===== config.mk =====
export PLATFORM = sky130hd
export DESIGN_NAME = hamming_decode_pipe
export DESIGN_NICKNAME = d
export VERILOG_FILES = /design/src/rtl/hamming_decode_pipe.sv
export SDC_FILE = /design/constraint.sdc
export NUM_CORES = 1
export LEC_CHECK = 0
export BUFFER_PORTS_ARGS = -buffer_cell sky130_fd_sc_hd__buf_4
export CAP_MARGIN = 40
export CORE_MARGIN = 2
export CORE_UTILIZATION = 46
export DETAILED_ROUTE_END_ITERATION = 6
export PLACE_DENSITY = 0.7
export SETUP_SLACK_MARGIN = 0.2
export SLEW_MARGIN = 20
export SYNTH_ARGS = -nofsm -noshare
export SYNTH_HDL_FRONTEND = slang
export SYNTH_SLANG_ARGS = --single-unit

===== constraint.sdc =====
create_clock -name clk -period 2.25 [get_ports clk]
set_input_delay 0.1125 -clock clk [delete_from_list [all_inputs] [get_ports clk]]
set_output_delay 0.1125 -clock clk [all_outputs]
set_load 0.05 [all_outputs]

===== src/rtl/hamming_decode_pipe.sv =====
// rtl/hamming_decode_pipe.sv - two-stage multi-lane SECDED decoder with valid/ready stream and saturating error counters
module hamming_decode_pipe #(
  parameter int DATA_WIDTH = 25,
  parameter int LANES = 1,
  parameter int CNT_WIDTH = 16,
  localparam int ADDR_WIDTH = $clog2(DATA_WIDTH + 1 + $clog2(DATA_WIDTH + 1)),
  localparam int CODED_WIDTH = DATA_WIDTH + ADDR_WIDTH + 1
) (
  input  logic                            clk,
  input  logic                            rst_n,
  input  logic                            in_valid_i,
  output logic                            in_ready_o,
  input  logic [LANES*CODED_WIDTH-1:0]    data_in_i,
  input  logic                            correct_en_i,
  output logic                            out_valid_o,
  input  logic                            out_ready_i,
  output logic [LANES*DATA_WIDTH-1:0]     data_out_o,
  output logic [LANES*2-1:0]              num_errors_o,
  output logic [LANES*ADDR_WIDTH-1:0]     fault_location_o,
  input  logic                            count_clr_i,
  output logic [CNT_WIDTH-1:0]            corr_count_o,
  output logic [CNT_WIDTH-1:0]            uncorr_count_o
);

  localparam logic [CNT_WIDTH+31:0] CNT_MAX = {32'b0, {CNT_WIDTH{1'b1}}};

  // Data bits occupy every non-power-of-two position above 0, in ascending order.
  function automatic logic [DATA_WIDTH-1:0] unpack(input logic [CODED_WIDTH-1:0] c);
    int k;
    k = 0;
    unpack = '0;
    for (int i = 1; i < CODED_WIDTH; i++) begin
      if ((i & (i - 1)) != 0) begin
        unpack[k] = c[i];
        k++;
      end
    end
  endfunction

  logic                          s1_valid;
  logic [LANES*CODED_WIDTH-1:0]  s1_code;
  logic [LANES*ADDR_WIDTH-1:0]   s1_syn;
  logic [LANES-1:0]              s1_perr;
  logic                          s1_cen;
  logic                          s1_adv, s2_adv;

  logic [LANES*ADDR_WIDTH-1:0]   syn_c;
  logic [LANES-1:0]              perr_c;
  logic [LANES*DATA_WIDTH-1:0]   dout_c;
  logic [LANES*2-1:0]            nerr_c;
  logic [CODED_WIDTH-1:0]        lane_code;
  logic [ADDR_WIDTH-1:0]         lane_syn;
  logic [31:0]                   corr_add, uncorr_add;
  logic [CNT_WIDTH+31:0]         corr_sum, uncorr_sum;

  assign s2_adv     = !out_valid_o || out_ready_i;
  assign s1_adv     = !s1_valid || s2_adv;
  assign in_ready_o = s1_adv;

  always_comb begin
    syn_c  = '0;
    perr_c = '0;
    for (int n = 0; n < LANES; n++) begin
      for (int i = 1; i < CODED_WIDTH; i++) begin
        if (data_in_i[n*CODED_WIDTH + i])
          syn_c[n*ADDR_WIDTH +: ADDR_WIDTH] = syn_c[n*ADDR_WIDTH +: ADDR_WIDTH] ^ ADDR_WIDTH'(i);
      end
      perr_c[n] = ^data_in_i[n*CODED_WIDTH +: CODED_WIDTH];
    end
  end

  always_comb begin
    dout_c    = '0;
    nerr_c    = '0;
    lane_code = '0;
    lane_syn  = '0;
    for (int n = 0; n < LANES; n++) begin
      lane_code = s1_code[n*CODED_WIDTH +: CODED_WIDTH];
      lane_syn  = s1_syn[n*ADDR_WIDTH +: ADDR_WIDTH];
      if (!s1_perr[n] && lane_syn == '0)
        nerr_c[n*2 +: 2] = 2'd0;
      else if (s1_perr[n] && 32'(lane_syn) < CODED_WIDTH)
        nerr_c[n*2 +: 2] = 2'd1;
      else
        nerr_c[n*2 +: 2] = 2'd2;
      if (nerr_c[n*2 +: 2] == 2'd1 && s1_cen) begin
        for (int i = 0; i < CODED_WIDTH; i++)
          if (ADDR_WIDTH'(i) == lane_syn) lane_code[i] = ~lane_code[i];
      end
      dout_c[n*DATA_WIDTH +: DATA_WIDTH] = unpack(lane_code);
    end
  end

  // Counters look at the delivered beat, so they use the registered classification.
  always_comb begin
    corr_add   = '0;
    uncorr_add = '0;
    for (int n = 0; n < LANES; n++) begin
      if (num_errors_o[n*2 +: 2] == 2'd1) corr_add = corr_add + 32'd1;
      if (num_errors_o[n*2 +: 2] == 2'd2) uncorr_add = uncorr_add + 32'd1;
    end
    corr_sum   = {32'b0, corr_count_o} + {{CNT_WIDTH{1'b0}}, corr_add};
    uncorr_sum = {32'b0, uncorr_count_o} + {{CNT_WIDTH{1'b0}}, uncorr_add};
  end

  always_ff @(posedge clk or negedge rst_n) begin
    if (!rst_n) begin
      s1_valid         <= 1'b0;
      s1_code          <= '0;
      s1_syn           <= '0;
      s1_perr          <= '0;
      s1_cen           <= 1'b0;
      out_valid_o      <= 1'b0;
      data_out_o       <= '0;
      num_errors_o     <= '0;
      fault_location_o <= '0;
      corr_count_o     <= '0;
      uncorr_count_o   <= '0;
    end else begin
      if (s1_adv) begin
        s1_valid <= in_valid_i;
        if (in_valid_i) begin
          s1_code <= data_in_i;
          s1_syn  <= syn_c;
          s1_perr <= perr_c;
          s1_cen  <= correct_en_i;
        end
      end
      if (s2_adv) begin
        out_valid_o <= s1_valid;
        if (s1_valid) begin
          data_out_o       <= dout_c;
          num_errors_o     <= nerr_c;
          fault_location_o <= s1_syn;
        end
      end
      if (count_clr_i) begin
        corr_count_o   <= '0;
        uncorr_count_o <= '0;
      end else if (out_valid_o && out_ready_i) begin
        corr_count_o   <= (corr_sum > CNT_MAX) ? {CNT_WIDTH{1'b1}} : corr_sum[CNT_WIDTH-1:0];
        uncorr_count_o <= (uncorr_sum > CNT_MAX) ? {CNT_WIDTH{1'b1}} : uncorr_sum[CNT_WIDTH-1:0];
      end
    end
  end

endmodule


==> out/qor_table.md, run 1 <==
| Parameter | This run |
|:---|:---|
| Category of the critical setup timing path | reg -> reg |
| Number of standard-cell rows in the floorplan | 38 |
| Share of the clock period used by the worst path after layout | 90.74% |
| Total routed wire length on the met1 layer | 5485 um |
| Reg clk slew, reported paths | 0.10 ns |
| Worst Max-Slew Pin Slew | 0.7353 ns |
| Layout overhead on the synthesized area | 28.88% |
| Number of DRC markers after the initial detailed-route iteration | 166 |
| Number of max-slew violations in the final report | 0 |
| Final wirelength | 12,690 um |
| Count of warnings emitted by yosys | 0 |
| Number of remaining DRC errors | 0 |
| Top-level port count | 103 |
| Final setup vio count | 0 |
| Lkg Pwr | 2.789 nW |
| Crit-path slowest cell | dfrtp_2 |
| Maximum clock insertion buffer count | 2 |
| Mapped Nets | 551 |
| Die area | 11,970 sq um |
| TritonCTS clock tree | built |
| Total Neg Setup Slack | 0 ns |
| Clock tree root driver cell | clkbuf_8 |
| Clock buffers created by TritonCTS | 9 |
| Sum of met3 wire segment lengths after detailed routing | 604 um |
| Count of nets left with antenna violations after detail routing | 0 |
| Final HPWL DP | 9202 um |
| Routed wire length on met2 | 6311 um |
| RD Place Congestion | 0.9369 |
| Gate family responsible for the most delay along the worst path | simple AND/OR/NAND/NOR gates |
| First drt pass iteration count | 4 |
| Overall via count from detail_route | 4,182 |
| Uppermost layer routed | met4 |
| Peak supply drop | 0.0004703 V |
| Via count of the first global-routing pass | 4,161 |
| Highest-count cells in the layout ignoring fill and taps | buf_4 (119), dfrtp_1 (90), xnor2_1 (66) |
| Wire length of the first global-routing pass | 20,360 um |
| Fraction of layout instances using a drive strength above 1 | 33.60% |
| Pre-CTS setup slack | 0.1494 ns |
| Buffers plus inverters on the worst setup path | 0 |
| Most common cell after layout, fill and taps aside | buf_4 |
| Unrepaired setup endpoints after global routing | yes |
| Total track usage | 22.05% |
| Total power of the final layout | 0.005565 W |
| Minimum clock period | 2.042 ns |
| Hold Fails Final Rpt | 0 |
| Crit end category | flip-flop |
| Max_slew headroom | 50.80% |
| Main area contributors after synthesis | dfrtp_1 (48%), xnor2_1 (11%), mux2_2 (6.6%) |
| I/O Buffers | 102 |
| Clock latency on the worst-skew pair | 0.37 ns |
| Library cell with the largest summed area after synthesis | dfrtp_1 |
| Core outline area | 10,840 sq um |
| Sequential cell area fraction in the yosys report | 47.97% |
| Clock Skew | 0.009395 ns |
| Top cell type's share of synthesized area | 47.97% |
| Data required time of the critical path | 2.54 ns |
| Height of the die | 109.4 um |
| Cell count after synthesis | 510 |
| TritonCTS Sinks | 98 |
| Class of the most critical hold timing path | in -> reg |
| Average routed wire per standard cell | 16.40 um |
| Post-synth design cell area | 5112 sq um |
| # Max-Cap Violations | 0 |
| Die extent in x | 109.4 um |
| Filler cell count in the final layout | 942 |
| PD cells | 844.6 nW/um^2 |
| Startpoint type of the worst setup path | flip-flop |
| Critical path cell sequence | nor2b_2 > ha_2 > ha_4 > and3_4 > nand3_4 > or3_4 > and4_1 > nor3_2 |
| Starting utilization of the core area | 47.16% |
| Hold Slack | 0.01139 ns |
| Average size of a mapped cell | 10.02 sq um |
| Worst path max stage delay | 0.43 ns |
| WP data arrival | 2.33 ns |
| Number of distinct standard cells referenced by the synthesized netlist | 41 |
| Yosys reg bits | 98 |
| Fmax achieved | 0.4898 GHz |
| H-tree depth reported by CTS | 3 |
| Detailed-route vias per instance | 5.403 |
| Run status | finished, final reports clean |
| Initial antenna violation count | 0 |
| Highest net fanout along the worst path | 7 |
| Maximum number of pins on one net before global-route repair | 48 |
| Post-route setup slack | 0.2083 ns |
| Layout net count | 670 |
| Remaining global-route overflow | 0 |
| Count of antenna diodes in the layout | 0 |
## synth_stat cells
cell and number:
dfrtp_1 98, and3_1 10, nand3_1 18, mux2_2 30, and3b_1 1, a311oi_1 8, nor3b_1 1, or3b_2 1
ha_1 4, or3_1 2, buf_2 1, inv_1 3, o21ai_0 39, xnor3_1 2, o21bai_1 1, nand3b_1 1
clkbuf_1 21, nor2b_1 3, xnor2_1 67, o21ai_1 1, and2_1 2, nor4_1 4, a221oi_1 1, nand2_1 61
a31oi_1 7, mux2i_1 1, and4b_1 2, a21oi_1 13, a211oi_1 11, or2_2 2, a41oi_1 2, nor2_1 44
nand4_1 3, xnor3_2 2, nand2b_1 9, nor3_1 18, and4_1 4, buf_1 1, xor2_1 6, a41o_1 1
o221a_2 4
## layer usage
metal  track usage [%]  vias to the layer above
met4             9.584                        0
met1             28.28                     2013
li1                  -                     2025
met5                 0                        -
met2             37.04                      119
met3             3.379                       25
## stage by stage
step	utilization [%]	area [sq um]	std cells
4_1_cts	60.06	6511	773
3_3_place_gp	56.93	6171	741
6_report	60.78	6589	774
3_5_place_dp	56.93	6171	741
2_1_floorplan	-	5234	510
5_1_grt	60.78	6589	774
## final cells by class
cell class,instances,area (sq um),share of cell area [%]
Clock buffer,12,145.1,2.203
Multi-Input combinational cell,387,2754,41.80
Sequential cell,98,2462,37.37
Inverter,3,11.26,0.1709
Clock inverter,4,27.53,0.4178
Timing Repair Buffer,130,1013,15.38
Tap cell,140,175.2,2.659
## flip-flops by register name, indices dropped and copies added, names as in the netlist
register	cells
s1_perr	1
out_valid_o	1
fault_location_o	5
data_out_o	25
num_errors_o	2
s1_code	25
uncorr_count_o	16
s1_valid	1
lane_syn	5
s1_cen	1
corr_count_o	16
## report_power, final
| part | internal (W) | switching, W | total (W) |
|---|---|---|---|
| logic | 0.000861 | 0.00135 | 0.00221 |
| clock network | 0.000432 | 0.000615 | 0.00105 |
| registers | 0.00206 | 0.000250 | 0.00231 |
| total | 0.00335 | 0.00221 | 0.00557 |
## cells by family (layout without fill, tap and decap cells)
family	count (synthesis)	after routing	synth area share [%]
simple gates	186	187	17.23
flops	98	98	47.97
compound gates	88	88	10.77
xor+xnor	77	77	14.32
mux	31	31	6.804
buf+inv	26	149	1.933
fa+ha+maj	4	4	0.9790
## worst paths after layout
path,from,cells past startpoint,slack [ns],to
hold / removal,data_in_i[11],2,0.01,s1_code[11]
min in group asynchronous,rst_n,2,0.29,corr_count_o[14]
setup / recovery,num_errors_o[1],8,0.21,corr_count_o[11]
setup reg to reg,num_errors_o[1],8,0.21,corr_count_o[11]
max in group asynchronous,rst_n,3,1.29,corr_count_o[0]
hold reg to reg,data_out_o[11],2,0.49,data_out_o[11]
## repair_timing
action | CTS | global route
cloned | 1 | 0
endpoints found under the setup margin | 12 | 29
gates resized for setup | 6 | 14
pin swaps | 7 | 12
endpoints found under the hold margin | 54 | 0
buffers inserted | 5 | 1
hold buffers | 10 | 0
(Power assumes the default switching activity.)
==> run 2: changes to the inputs <==
BUFFER_PORTS_ARGS = -buffer_cell sky130_fd_sc_hd__clkbuf_2   (was -buffer_cell sky130_fd_sc_hd__buf_4)
CELL_PAD_IN_SITES_DETAIL_PLACEMENT = 0   (was default)
CELL_PAD_IN_SITES_GLOBAL_PLACEMENT = 1   (was default)
CORE_UTILIZATION = 38   (was 46)
PLACE_DENSITY = 0.75   (was 0.7)
==> run 2 against run 1 <==
Against the previous run: worst hold slack better by 0.0045 ns; non-clock buffer count down 5; clock power up 83%; sequential cell count unchanged; die area up 20%; clock skew down 0.0026 ns; critical path depth unchanged; design area down 1.0%; core utilization down 11 points; critical endpoint is now uncorr_count_o[9]; first-iteration DRC count up 93%; largest power group unchanged; final cell count up 4.0%; largest cell class unchanged.
==> out/qor_table.md, run 2 (synthesis results as in run 1) <==
| Parameter | This run |
|:---|:---|
| First drt pass iteration count | 4 |
| Top flop regs | data_out_o x25, s1_code x25 |
| Remaining global-route overflow | 0 |
| Gate family responsible for the most delay along the worst path | simple AND/OR/NAND/NOR gates |
| Minimum clock period | 2.067 ns |
| Number of remaining DRC errors | 0 |
| Run status | finished, final reports clean |
| Highest net fanout along the worst path | 5 |
| Count of nets left with antenna violations after detail routing | 0 |
| Worst Max-Slew Pin Slew | 0.6087 ns |
| PD cells | 963.2 nW/um^2 |
| Core outline area | 13,190 sq um |
| Total track usage | 18.21% |
| Critical path cell sequence | nor2b_2 > ha_2 > ha_4 > and3_4 > nand3_4 > nor3b_4 > nor2_2 > a311oi_1 |
| Die extent in x | 120.0 um |
| Startpoint type of the worst setup path | flip-flop |
| TritonCTS clock tree | built |
| End-of-flow core utilization | 49.45% |
| Hold Fails Final Rpt | 0 |
| Final setup vio count | 0 |
| Maximum number of pins on one net before global-route repair | 60 |
| Number of standard-cell rows in the floorplan | 42 |
| Unrepaired setup endpoints after global routing | yes |
| Maximum clock insertion buffer count | 2 |
| Class of the most critical hold timing path | in -> reg |
| Number of DRC markers after the initial detailed-route iteration | 320 |
| Clock tree root driver cell | clkbuf_16 |
| Number of max-slew violations in the final report | 0 |
| Starting utilization of the core area | 38.76% |
| Height of the die | 120.0 um |
| Lkg Pwr | 2.797 nW |
| Clock latency on the worst-skew pair | 0.35 ns |
| I/O Buffers | 102 |
| Fmax achieved | 0.4838 GHz |
| Layout net count | 665 |
| Worst path max stage delay | 0.43 ns |
| Highest-count cells in the layout ignoring fill and taps | clkbuf_2 (101), dfrtp_1 (90), xnor2_1 (67) |
| Detailed-route vias per instance | 5.180 |
| Clock Skew | 0.006768 ns |
| Buffers plus inverters on the worst setup path | 0 |
| Via count of the first global-routing pass | 4,093 |
| Crit-path slowest cell | dfrtp_2 |
| Die area | 14,400 sq um |
| Crit end category | flip-flop |
| Wire length of the first global-routing pass | 20,800 um |
| H-tree depth reported by CTS | 3 |
| Total Neg Setup Slack | 0 ns |
| Count of antenna diodes in the layout | 0 |
| Fraction of layout instances using a drive strength above 1 | 34.02% |
| Share of the clock period used by the worst path after layout | 91.86% |
| Category of the critical setup timing path | reg -> reg |
| # Max-Cap Violations | 0 |
| TritonCTS Sinks | 98 |
| Peak supply drop | 0.0005293 V |
| Top-level port count | 103 |
| Data required time of the critical path | 2.49 ns |
| Final wirelength | 12,670 um |
| Final HPWL DP | 9215 um |
| Layout overhead on the synthesized area | 27.58% |
| Most common cell after layout, fill and taps aside | clkbuf_2 |
| Reg clk slew, reported paths | 0.07 ns |
| RD Place Congestion | 0.8742 |
| Max_slew headroom | 59.42% |
| Overall via count from detail_route | 4,170 |
| Average routed wire per standard cell | 15.74 um |
| Initial antenna violation count | 0 |
| WP data arrival | 2.31 ns |
| Clock buffers created by TritonCTS | 9 |
run 2: timing repair:
action	4_1_cts	5_1_grt
cloned	0	1
setup endpoints to repair	9	27
pin swaps	2	11
endpoints found under the hold margin	99	0
setup buffers	2	7
hold buffers	2	0
resized for setup	2	16
run 2: final cells by class:
cell class / count / area (sq um)
Timing Repair Buffer: 125 / 715.7
Fill cell: 1243 / 6668
Clock buffer: 10 / 239.0
Sequential cell: 98 / 2462
Clock inverter: 6 / 136.4
Tap cell: 176 / 220.2
Inverter: 3 / 11.26
Multi-Input combinational cell: 387 / 2738
run 2: where the power goes:
group	total (W)	switching, W	leakage, nW	internal (W)
logic	0.00203	0.00130	1.39	0.000724
registers	0.00234	0.000278	1.22	0.00206
clock network	0.00192	0.000682	0.179	0.00123
total	0.00628	0.00226	2.80	0.00402
run 2: path summary, 6_finish.rpt:
| path | start | endpoint | slack [ns] | cells after the start |
|---|---|---|---|---|
| worst min-delay path | correct_en_i | s1_cen | 0.02 | 2 |
| worst min register to register | fault_location_o[4] | fault_location_o[4] | 0.48 | 2 |
| worst max register to register | num_errors_o[0] | uncorr_count_o[9] | 0.18 | 8 |
| min in group asynchronous | rst_n | uncorr_count_o[9] | 0.14 | 2 |
| max in group asynchronous | rst_n | num_errors_o[0] | 1.46 | 3 |
| worst max-delay path | num_errors_o[0] | uncorr_count_o[9] | 0.18 | 8 |
run 2: metal layers:
layer	track usage, %	routed length [um]
met2	29.62	6278
met3	3.612	516
met4	5.735	170
met1	24.49	5706
met5	0	0
run 2: through the flow:
| stage | hold slack, ns | cell area (sq um) | total power, W | setup slack [ns] | instances |
|---|---|---|---|---|---|
| detailed placement | -0.04066 | 5956 | 0.004360 | 0.1242 | 776 |
| floorplan | -0.1831 | 5234 | 0.003786 | 0.05033 | 510 |
| finish | 0.01592 | 6523 | 0.006282 | 0.1832 | 805 |
| global placement | -0.03851 | 5956 | 0.004325 | 0.1947 | 776 |
| CTS | 0.00009545 | 6377 | 0.006304 | 0.1698 | 796 |
| global route | 0.03092 | 6523 | 0.006648 | 0.08602 | 805 |
